<file path="src/rtl/evo_xb_info_pkg.sv">
// Shared CSR bus widths, plus the INDEX field layout and offsets of the XB info table.
package xb_csr_pkg;
  localparam int CSR_AWIDTH = 8;
  localparam int CSR_DWIDTH = 32;
endpackage

package evo_xb_info_pkg;
  localparam int INDEX_OFS   = 0;
  localparam int DATA_OFS    = 1;
  localparam int IDX_LSB     = 0;
  localparam int IDX_MSB     = 15;
  localparam int AUTOINC_BIT = 30;
  localparam int ERR_BIT     = 31;

  typedef struct packed {
    logic        err;
    logic        autoinc;
    logic [13:0] rsvd;
    logic [15:0] idx;
  } xb_info_index_t;
endpackage

</file>
<file path="src/rtl/evo_xb_info_table_if.sv">
// Avalon-MM CSR slave bundle of the XB info table.
interface evo_xb_info_table_if;
  import xb_csr_pkg::*;

  logic [CSR_AWIDTH-1:0] avs_csr_address;
  logic                  avs_csr_read;
  logic                  avs_csr_readdatavalid;
  logic                  avs_csr_waitrequest;
  logic                  avs_csr_write;
  logic [CSR_DWIDTH-1:0] avs_csr_writedata;
  logic [CSR_DWIDTH-1:0] avs_csr_readdata;

  modport master (
    output avs_csr_address, avs_csr_read, avs_csr_write, avs_csr_writedata,
    input  avs_csr_readdatavalid, avs_csr_waitrequest, avs_csr_readdata
  );
  modport slave (
    input  avs_csr_address, avs_csr_read, avs_csr_write, avs_csr_writedata,
    output avs_csr_readdatavalid, avs_csr_waitrequest, avs_csr_readdata
  );
endinterface

</file>
<file path="src/rtl/evo_rd_pipe.sv">
// Fixed-depth valid+data delay line; async clear drops anything in flight.
module evo_rd_pipe #(
  parameter int DEPTH = 1,
  parameter int W     = 32
) (
  input  logic         clk,
  input  logic         rstn,
  input  logic         vld_i,
  input  logic [W-1:0] dat_i,
  output logic         vld_o,
  output logic [W-1:0] dat_o
);
  logic [DEPTH-1:0]        vld_pipe;
  logic [DEPTH-1:0][W-1:0] dat_pipe;

  always_ff @(posedge clk or negedge rstn) begin
    if (!rstn) begin
      vld_pipe <= '0;
      dat_pipe <= '0;
    end else begin
      for (int k = DEPTH-1; k > 0; k--) begin
        vld_pipe[k] <= vld_pipe[k-1];
        dat_pipe[k] <= dat_pipe[k-1];
      end
      vld_pipe[0] <= vld_i;
      // data is zeroed at entry so readdata is 0 whenever valid is low
      dat_pipe[0] <= vld_i ? dat_i : '0;
    end
  end

  assign vld_o = vld_pipe[DEPTH-1];
  assign dat_o = dat_pipe[DEPTH-1];
endmodule

</file>
<file path="src/rtl/evo_xb_info_table.sv">
// Read-only table of 32-bit info words behind an INDEX/DATA CSR pair; entry 0 reports the entry count.
module evo_xb_info_table
  import xb_csr_pkg::*;
  import evo_xb_info_pkg::*;
#(
  parameter logic [31:0]                BASE_ADDR    = 32'h0,
  parameter int                         NUM_ENTRIES  = 3,
  parameter logic [NUM_ENTRIES*32-1:0]  INFO_TABLE   = {"PMUX", " EVO", " ALO"},
  parameter int                         READ_LATENCY = 1,
  parameter logic                       AUTOINC_RST  = 1'b0
) (
  input  logic               clk,
  input  logic               rstn,
  evo_xb_info_table_if.slave csr
);
  localparam logic [CSR_AWIDTH-1:0] IDX_ADDR = CSR_AWIDTH'(BASE_ADDR + INDEX_OFS);
  localparam logic [CSR_AWIDTH-1:0] DAT_ADDR = CSR_AWIDTH'(BASE_ADDR + DATA_OFS);

  xb_info_index_t        index_q, index_d;
  logic                  rd_ok, rd_idx, rd_dat, wr_idx;
  logic                  dat_err, idx_last;
  logic [CSR_DWIDTH-1:0] entry, rd_data;
  logic                  unused_wd;

  // a simultaneous write wins; the read is dropped
  assign rd_ok  = csr.avs_csr_read && !csr.avs_csr_write;
  assign rd_idx = rd_ok && (csr.avs_csr_address == IDX_ADDR);
  assign rd_dat = rd_ok && (csr.avs_csr_address == DAT_ADDR);
  assign wr_idx = csr.avs_csr_write && (csr.avs_csr_address == IDX_ADDR);

  assign idx_last = {16'd0, index_q.idx} >= 32'(NUM_ENTRIES);

  always_comb begin
    entry   = '0;
    dat_err = 1'b0;
    if (index_q.idx == 16'd0)
      entry = CSR_DWIDTH'(NUM_ENTRIES);
    else if ({16'd0, index_q.idx} > 32'(NUM_ENTRIES))
      dat_err = 1'b1;
    for (int e = 1; e <= NUM_ENTRIES; e++)
      if (index_q.idx == 16'(e)) entry = INFO_TABLE[32*e-1 -: 32];
  end

  always_comb begin
    index_d = index_q;
    if (wr_idx) begin
      index_d.idx     = csr.avs_csr_writedata[IDX_MSB:IDX_LSB];
      index_d.autoinc = csr.avs_csr_writedata[AUTOINC_BIT];
      if (csr.avs_csr_writedata[ERR_BIT]) index_d.err = 1'b0;
    end
    if (rd_dat && index_q.autoinc)
      index_d.idx = idx_last ? 16'd0 : index_q.idx + 16'd1;
    // set is applied after clear so a bad read beats a same-cycle W1C
    if (rd_dat && dat_err) index_d.err = 1'b1;
    index_d.rsvd = '0;
  end

  always_ff @(posedge clk or negedge rstn) begin
    if (!rstn) index_q <= '{err: 1'b0, autoinc: AUTOINC_RST, rsvd: 14'd0, idx: 16'd0};
    else       index_q <= index_d;
  end

  assign rd_data = rd_idx ? CSR_DWIDTH'(index_q) : entry;

  evo_rd_pipe #(.DEPTH(READ_LATENCY), .W(CSR_DWIDTH)) u_rd_pipe (
    .clk   (clk),
    .rstn  (rstn),
    .vld_i (rd_idx | rd_dat),
    .dat_i (rd_data),
    .vld_o (csr.avs_csr_readdatavalid),
    .dat_o (csr.avs_csr_readdata)
  );

  assign csr.avs_csr_waitrequest = 1'b0;
  assign unused_wd = ^csr.avs_csr_writedata[29:16];
endmodule

</file>
<file path="src/flat_wrapper.sv">
// flat-port wrapper written by rule: the top's interface ports become plain ports
module evo_xb_info_table_flat import xb_csr_pkg::*; import evo_xb_info_pkg::*;
#(
  parameter logic [31:0]                BASE_ADDR    = 32'h0,
  parameter int                         NUM_ENTRIES  = 3,
  parameter logic [NUM_ENTRIES*32-1:0]  INFO_TABLE   = {"    ", "    ", "    "},
  parameter int                         READ_LATENCY = 1,
  parameter logic                       AUTOINC_RST  = 1'b0
)
  (clk, rstn, csr_avs_csr_address, csr_avs_csr_read, csr_avs_csr_write, csr_avs_csr_writedata, csr_avs_csr_readdatavalid, csr_avs_csr_waitrequest, csr_avs_csr_readdata);
  evo_xb_info_table_if csr_i ();
  input  logic clk;
  input  logic rstn;
  input wire logic [$bits(csr_i.avs_csr_address)-1:0] csr_avs_csr_address;
  input wire logic [$bits(csr_i.avs_csr_read)-1:0] csr_avs_csr_read;
  input wire logic [$bits(csr_i.avs_csr_write)-1:0] csr_avs_csr_write;
  input wire logic [$bits(csr_i.avs_csr_writedata)-1:0] csr_avs_csr_writedata;
  output wire logic [$bits(csr_i.avs_csr_readdatavalid)-1:0] csr_avs_csr_readdatavalid;
  output wire logic [$bits(csr_i.avs_csr_waitrequest)-1:0] csr_avs_csr_waitrequest;
  output wire logic [$bits(csr_i.avs_csr_readdata)-1:0] csr_avs_csr_readdata;
  assign csr_i.avs_csr_address = csr_avs_csr_address;
  assign csr_i.avs_csr_read = csr_avs_csr_read;
  assign csr_i.avs_csr_write = csr_avs_csr_write;
  assign csr_i.avs_csr_writedata = csr_avs_csr_writedata;
  assign csr_avs_csr_readdatavalid = csr_i.avs_csr_readdatavalid;
  assign csr_avs_csr_waitrequest = csr_i.avs_csr_waitrequest;
  assign csr_avs_csr_readdata = csr_i.avs_csr_readdata;
  evo_xb_info_table #(.BASE_ADDR(BASE_ADDR), .NUM_ENTRIES(NUM_ENTRIES), .INFO_TABLE(INFO_TABLE), .READ_LATENCY(READ_LATENCY), .AUTOINC_RST(AUTOINC_RST)) u_core (.clk(clk), .rstn(rstn), .csr(csr_i));
endmodule
</file>
<file path="config.mk">
export PLATFORM = sky130hd
export DESIGN_NAME = evo_xb_info_table_flat
export DESIGN_NICKNAME = d
export VERILOG_FILES = /design/src/rtl/evo_xb_info_pkg.sv /design/src/rtl/evo_xb_info_table_if.sv /design/src/rtl/evo_rd_pipe.sv /design/src/rtl/evo_xb_info_table.sv /design/src/flat_wrapper.sv
export SDC_FILE = /design/constraint.sdc
export NUM_CORES = 1
export LEC_CHECK = 0
export ABC_AREA = 1
export CAP_MARGIN = 20
export CORE_MARGIN = 2
export CORE_UTILIZATION = 32
export CTS_CLUSTER_SIZE = 14
export DETAILED_ROUTE_END_ITERATION = 16
export PLACE_DENSITY = 0.69
export SLEW_MARGIN = 20
export SYNTH_ARGS = -nofsm -noshare
export SYNTH_HDL_FRONTEND = slang
export SYNTH_HIERARCHICAL = 1
export SYNTH_SLANG_ARGS = --single-unit
export TNS_END_PERCENT = 5
</file>
<file path="constraint.sdc">
create_clock -name clk -period 2.9 [get_ports clk]
set_input_delay 0.58 -clock clk [delete_from_list [all_inputs] [get_ports clk]]
set_output_delay 0.58 -clock clk [all_outputs]
set_load 0.05 [all_outputs]
</file>
==> flow_summary_export.csv, run 1 <==
group,metric,value,unit
logic_synthesis,synth_area_leaders,"dfrtp_1 55%, inv_1 10%, nand2_1 9.7%",
placement,numPortBuffers,62,
sta,setup_tns,0,ns
sta,fmax,490.5,MHz
global_route,antenna_found_initial,0,
final_layout,drive_above_1_share,6.322,%
floorplan,rows,31,
sta,drv_slew,0,
clock_tree,htree_levels,2,
sta,hold_ws,0.2872,ns
run_status,status,"completed",
logic_synthesis,synth-seq-cells,51,
logic_synthesis,seq_area_frac_synth,54.81,%
global_route,grt_pass1_wl,7714,um
drt,vias,1800,
global_route,grt_use_met2,21.62,%
final_layout,final_nets,395,
sta,tightest_slew,0.6237,ns
floorplan,die_area,7974,sq um
final_layout,final_cell_mix,"63 x inv_1, 61 x clkdlybuf4s50_1, 60 x nand2_1",
pwr,leakage,1.786,nW
job,drv_cap,0,
logic_synthesis,synth_top_cell_by_area,"dfrtp_1",
clock_tree,clk_latency,0.30,ns
logic_synthesis,synth_cell_types,22,
floorplan,chipWidth,89.30,um
clock_tree,cts_tree,"yes",
drt,drt_wl_total,4570,um
clock_tree,cts_buffers,5,
clock_tree,path_clk_slew,0.09,ns
clock_tree,post_cts_buffers,0,
critical_path,cp-end-kind,"output port",
drt,dr.pass1.iters,4,
critical_path,worstPathCellList,"clkdlybuf4s50_1",
final_layout,diodes,0,
final_layout,area_growth_syn_to_layout,36.22,%
pwr,peakVddDrop,0.1601,mV
drt,ant_nets,0,
drt,wl_per_cell,10.22,um
clock_tree,clock-root-buffer,"clkbuf_8",
clock_tree,cts-resized-gates,0,
sta,rsz0062_at_grt,"no",
sta,finalHoldViolations,0,
floorplan,fp.coreArea,7137,sq um
drt,drc,0,
placement,hpwl,3318,um
sta,fin_crit_sh,70.30,%
logic_synthesis,synth_warnings,6,
drt,drt_iter0_drc,88,
logic_synthesis,synth_cells,273,
clock_tree,clock_path_buffers,2,
critical_path,required,2.32,ns
logic_synthesis,syn_area_per_cell,8.529,sq um
critical_path,cp_max_fo,1,
global_route,grt_pass1_vias,1712,
drt,via_per_inst,4.027,
final_layout,fin_cells,447,
critical_path,critPathSlowestCell,"clkdlybuf4s50_1",
global_route,grt_max_degree,52,
pwr,power-per-cell-area,456.3,nW/um^2
sta,slew_headroom,58.42,%
floorplan,initial_core_util,32.63,%
clock_tree,cts_hold_buf,0,
global_route,grt.met3_usage,3.509,%
logic_synthesis,netlist_area,2328,sq um
critical_path,cp-start-kind,"register",
critical_path,cp.arrival,1.46,ns
hold_path,hold_class,"in -> async",
placement,dpl.cell_count,439,
sta,finClkSkew,0.009550,ns
critical_path,cp.buffers_inverters,1,
floorplan,num_io_pins,78,
critical_path,timing_worst_setup_path_type,"reg -> out",
global_route,grt-ovfl-total,0,
sta,period_minus_slack,2.039,ns
critical_path,critPathMaxStageDelay,0.80,ns
global_route,busiest_layer,"met2",
floorplan,die_h,89.30,um
sta,setup_viol,0,
global_route,grt_util_met1,15.59,%
logic_synthesis,synth_top_area_share,54.81,%
placement,gp_congestion,0.7833,
clock_tree,clock-sinks,51,
global_route,track_usage,12.78,%
critical_path,cp_top_family,"buffers and inverters",
final_layout,mostFrequentLayoutCell,"inv_1",
==> metrics by stage <==
step | worst slack, ns | area, sq um | utilization, % | power (mW)
floorplan | 1.275 | 2374 | - | 0.8212
global placement | 0.7035 | 3037 | 42.55 | 0.8855
detailed placement | 0.7084 | 3037 | 42.55 | 0.8897
CTS | 0.8470 | 3169 | 44.41 | 1.462
global route | 0.7984 | 3172 | 44.44 | 1.515
finish | 0.8613 | 3172 | 44.44 | 1.447
==> registers in the layout (all words and copies together), names as in the netlist <==
register and count:
u_core/index_q 18, u_core/u_rd_pipe/dat_o 32, u_core/u_rd_pipe/vld_o 1
==> cell usage after synthesis <==
master	number
inv_1	63
nand2_1	60
dfrtp_1	51
nor2_1	32
nand3_1	18
o21ai_0	14
buf_6	6
ha_1	4
o21ai_1	4
nand4_1	3
nor3_1	3
nand2_2	2
nand2_4	2
nor2_2	2
nor2_4	2
buf_4	1
clkbuf_8	1
clkinv_4	1
conb_1	1
inv_2	1
nand3_2	1
nand4_4	1
==> kinds of logic (layout without fill, tap and decap cells) <==
kind of cell / count (synthesis) / after routing / synth area share [%]
AND/OR/NAND/NOR: 126 / 126 / 24.50
AO/OA/AOI/OAI: 18 / 18 / 3.869
other: 1 / 13 / 0.1610
adder cells (fa/ha/maj): 4 / 4 / 2.149
flip-flops: 51 / 51 / 54.81
buffers and inverters: 73 / 136 / 14.51
==> cell type report <==
type / count / area (sq um)
clock buffer: 6 / 72.57
clock inverter: 2 / 60.06
fill: 738 / 3965
inverter: 65 / 249.0
multi-input combinational: 161 / 764.5
sequential: 51 / 1276
tap: 99 / 123.9
timing repair buffer: 63 / 625.6
==> path summary, 6_finish.rpt <==
path / start / slack (ns) / end / cells past startpoint
max: u_core/u_rd_pipe/dat_o[17] / 0.86 / csr_avs_csr_readdata[17] / 1
min: rstn / 0.29 / u_core/u_rd_pipe/dat_o[31] / 1
max reg2reg: u_core/index_q[0] / 1.48 / u_core/u_rd_pipe/dat_o[29] / 8
min reg2reg: u_core/index_q[31] / 0.52 / u_core/index_q[31] / 2
max in group asynchronous: rstn / 2.19 / u_core/u_rd_pipe/dat_o[22] / 1
min in group clk: u_core/index_q[31] / 0.52 / u_core/index_q[31] / 2
==> metal layers <==
layer  wire length [um]  up-vias
met1               2041      811
met4                 49        0
met3                266        5
met5                  0        -
met2               2213       52
li1                   -      932
==> report_power, final <==
part | switching [mW] | internal (mW)
clock | 0.228 | 0.345
sequential | 0.0178 | 0.738
combinational | 0.0640 | 0.0549
total | 0.310 | 1.14
Power figures use the tool's default switching activity.
==> run 2: changes to the inputs <==
--- a/config.mk
+++ b/config.mk
@@ -11,7 +11,7 @@
 export CORE_UTILIZATION = 32
 export CTS_CLUSTER_SIZE = 14
 export DETAILED_ROUTE_END_ITERATION = 16
-export PLACE_DENSITY = 0.69
+export PLACE_DENSITY = 0.71
 export SLEW_MARGIN = 20
 export SYNTH_ARGS = -nofsm -noshare
 export SYNTH_HDL_FRONTEND = slang
==> constraint.sdc (replaced) <==
create_clock -name clk -period 1.85 [get_ports clk]
set_input_delay 0.37 -clock clk [delete_from_list [all_inputs] [get_ports clk]]
set_output_delay 0.37 -clock clk [all_outputs]
set_load 0.05 [all_outputs]
==> flow_summary_export.csv, run 2 (same netlist as run 1, synthesis figures left out) <==
group,metric,value,unit
run_status,status,"completed",
drt,drt_iter0_drc,81,
final_layout,final_nets,404,
pwr,p_comb_share,9.3,%
critical_path,cp_top_family,"buffers and inverters",
sta,rsz0062_at_grt,"no",
drt,vias,1837,
placement,gp_congestion,0.7808,
placement,placed_area,3082,sq um
clock_tree,clock-sinks,51,
floorplan,chipWidth,89.30,um
global_route,grt_pass1_wl,7900,um
global_route,grt-ovfl-total,0,
drt,ant_nets,0,
final_layout,mostFrequentLayoutCell,"inv_1",
final_layout,final_cell_mix,"63 x inv_1, 60 x nand2_1, 51 x dfrtp_1",
pwr,intPower,1.588,mW
sta,fin_crit_sh,96.95,%
sta,worst_slack,0.05649,ns
pwr,power.total,2.073,mW
critical_path,cp.arrival,1.42,ns
global_route,busiest_layer,"met2",
hold_path,hold_class,"in -> async",
final_layout,num-fill-cells,737,
global_route,grt_max_degree,34,
final_layout,final_area,3191,sq um
critical_path,timing_worst_setup_path_type,"reg -> out",
global_route,grt_use_met2,21.21,%
pwr,power-per-cell-area,649.8,nW/um^2
clock_tree,clk_latency,0.29,ns
final_layout,area_growth_syn_to_layout,37.02,%
clock_tree,path_clk_slew,0.09,ns
clock_tree,cts_hold_buf,0,
critical_path,critPathMaxStageDelay,0.80,ns
drt,dr.pass1.iters,4,
job,drv_cap,0,
critical_path,cp-start-kind,"register",
pwr,swShare,23.39,%
drt,drc,0,
pwr,leakage,1.879,nW
final_layout,diodes,0,
clock_tree,clock_path_buffers,2,
clock_tree,htree_levels,2,
floorplan,fp.coreArea,7137,sq um
critical_path,worstPathCellList,"clkdlybuf4s50_1",
placement,dp_slack,0.02893,ns
critical_path,cp.buffers_inverters,1,
clock_tree,cts-resized-gates,0,
global_route,grt_util_met1,16.32,%
global_route,grt_pass1_vias,1786,
floorplan,die_area,7974,sq um
final_layout,drive_above_1_share,12.89,%
sta,finalHoldViolations,0,
sta,tightest_slew,0.4985,ns
critical_path,required,1.48,ns
sta,setup_tns,0,ns
critical_path,cp_max_fo,1,
placement,hpwl,3430,um
placement,numPortBuffers,62,
sta,fmax,557.6,MHz
clock_tree,cts_buffers,5,
drt,wl_per_cell,10.08,um
sta,drv_slew,0,
floorplan,initial_core_util,32.63,%
global_route,track_usage,12.76,%
sta,setup_viol,0,
pwr,p_switching,0.4849,mW
pwr,seqPwrFrac,57.2,%
critical_path,cp-end-kind,"output port",
floorplan,die_h,89.30,um
sta,slew_headroom,66.66,%
final_layout,largest_register_ffs,32,
sta,period_minus_slack,1.794,ns
clock_tree,cts_tree,"yes",
clock_tree,clock-root-buffer,"clkbuf_8",
sta,finClkSkew,0.006306,ns
pwr,peakVddDrop,0.2936,mV
critical_path,critPathSlowestCell,"clkdlybuf4s50_1",
drt,via_per_inst,4.029,
global_route,grt.met3_usage,2.678,%
global_route,antenna_found_initial,0,
floorplan,num_io_pins,78,
floorplan,rows,31,
drt,drt_wl_total,4596,um
sta,hold_ws,0.001337,ns
clock_tree,post_cts_buffers,0,
pwr,clockPowerShare,33.5,%
==> run 2: layout make-up <==
cell class                 instances  area (sq um)  share of cell area, %
clock buffer                       7         96.34                  3.020
inverter                          65         249.0                  7.804
sequential                        51          1276                  40.00
clock inverter                     1         7.507                 0.2353
tap                               99         123.9                  3.882
timing repair buffer              72         673.1                  21.10
multi-input combinational        161         764.5                  23.96
==> run 2: routing by layer <==
layer / routed length (um) / up-vias
met5: 0 / -
met4: 24 / 0
met3: 210 / 4
met2: 2253 / 51
met1: 2108 / 831
li1: - / 951
==> run 2: worst paths after layout <==
check	start	to	slack (ns)	cells after the start
setup / recovery	u_core/u_rd_pipe/dat_o[16]	csr_avs_csr_readdata[16]	0.06	1
hold reg to reg	u_core/index_q[31]	u_core/index_q[31]	0.49	2
setup reg to reg	u_core/index_q[3]	u_core/u_rd_pipe/dat_o[21]	0.38	7
hold / removal	rstn	u_core/u_rd_pipe/dat_o[16]	0.001	1
max in group asynchronous	rstn	u_core/u_rd_pipe/dat_o[1]	1.24	2
min in group clk	u_core/index_q[31]	u_core/index_q[31]	0.49	2
==> run 2: power by group through the flow <==
stage / logic [mW] / clock network [mW] / registers, mW
CTS: 0.196 / 0.715 / 1.19
global route: 0.227 / 0.749 / 1.19
global placement: 0.188 / 0 / 1.20
finish: 0.194 / 0.695 / 1.18
detailed placement: 0.194 / 0 / 1.21
floorplan: 0.0862 / 0 / 1.20
==> run 2: metrics by stage <==
step	utilization (%)	cells
2_1_floorplan	-	285
3_3_place_gp	43.18	448
3_5_place_dp	43.18	448
4_1_cts	44.64	456
5_1_grt	44.71	456
6_report	44.71	456
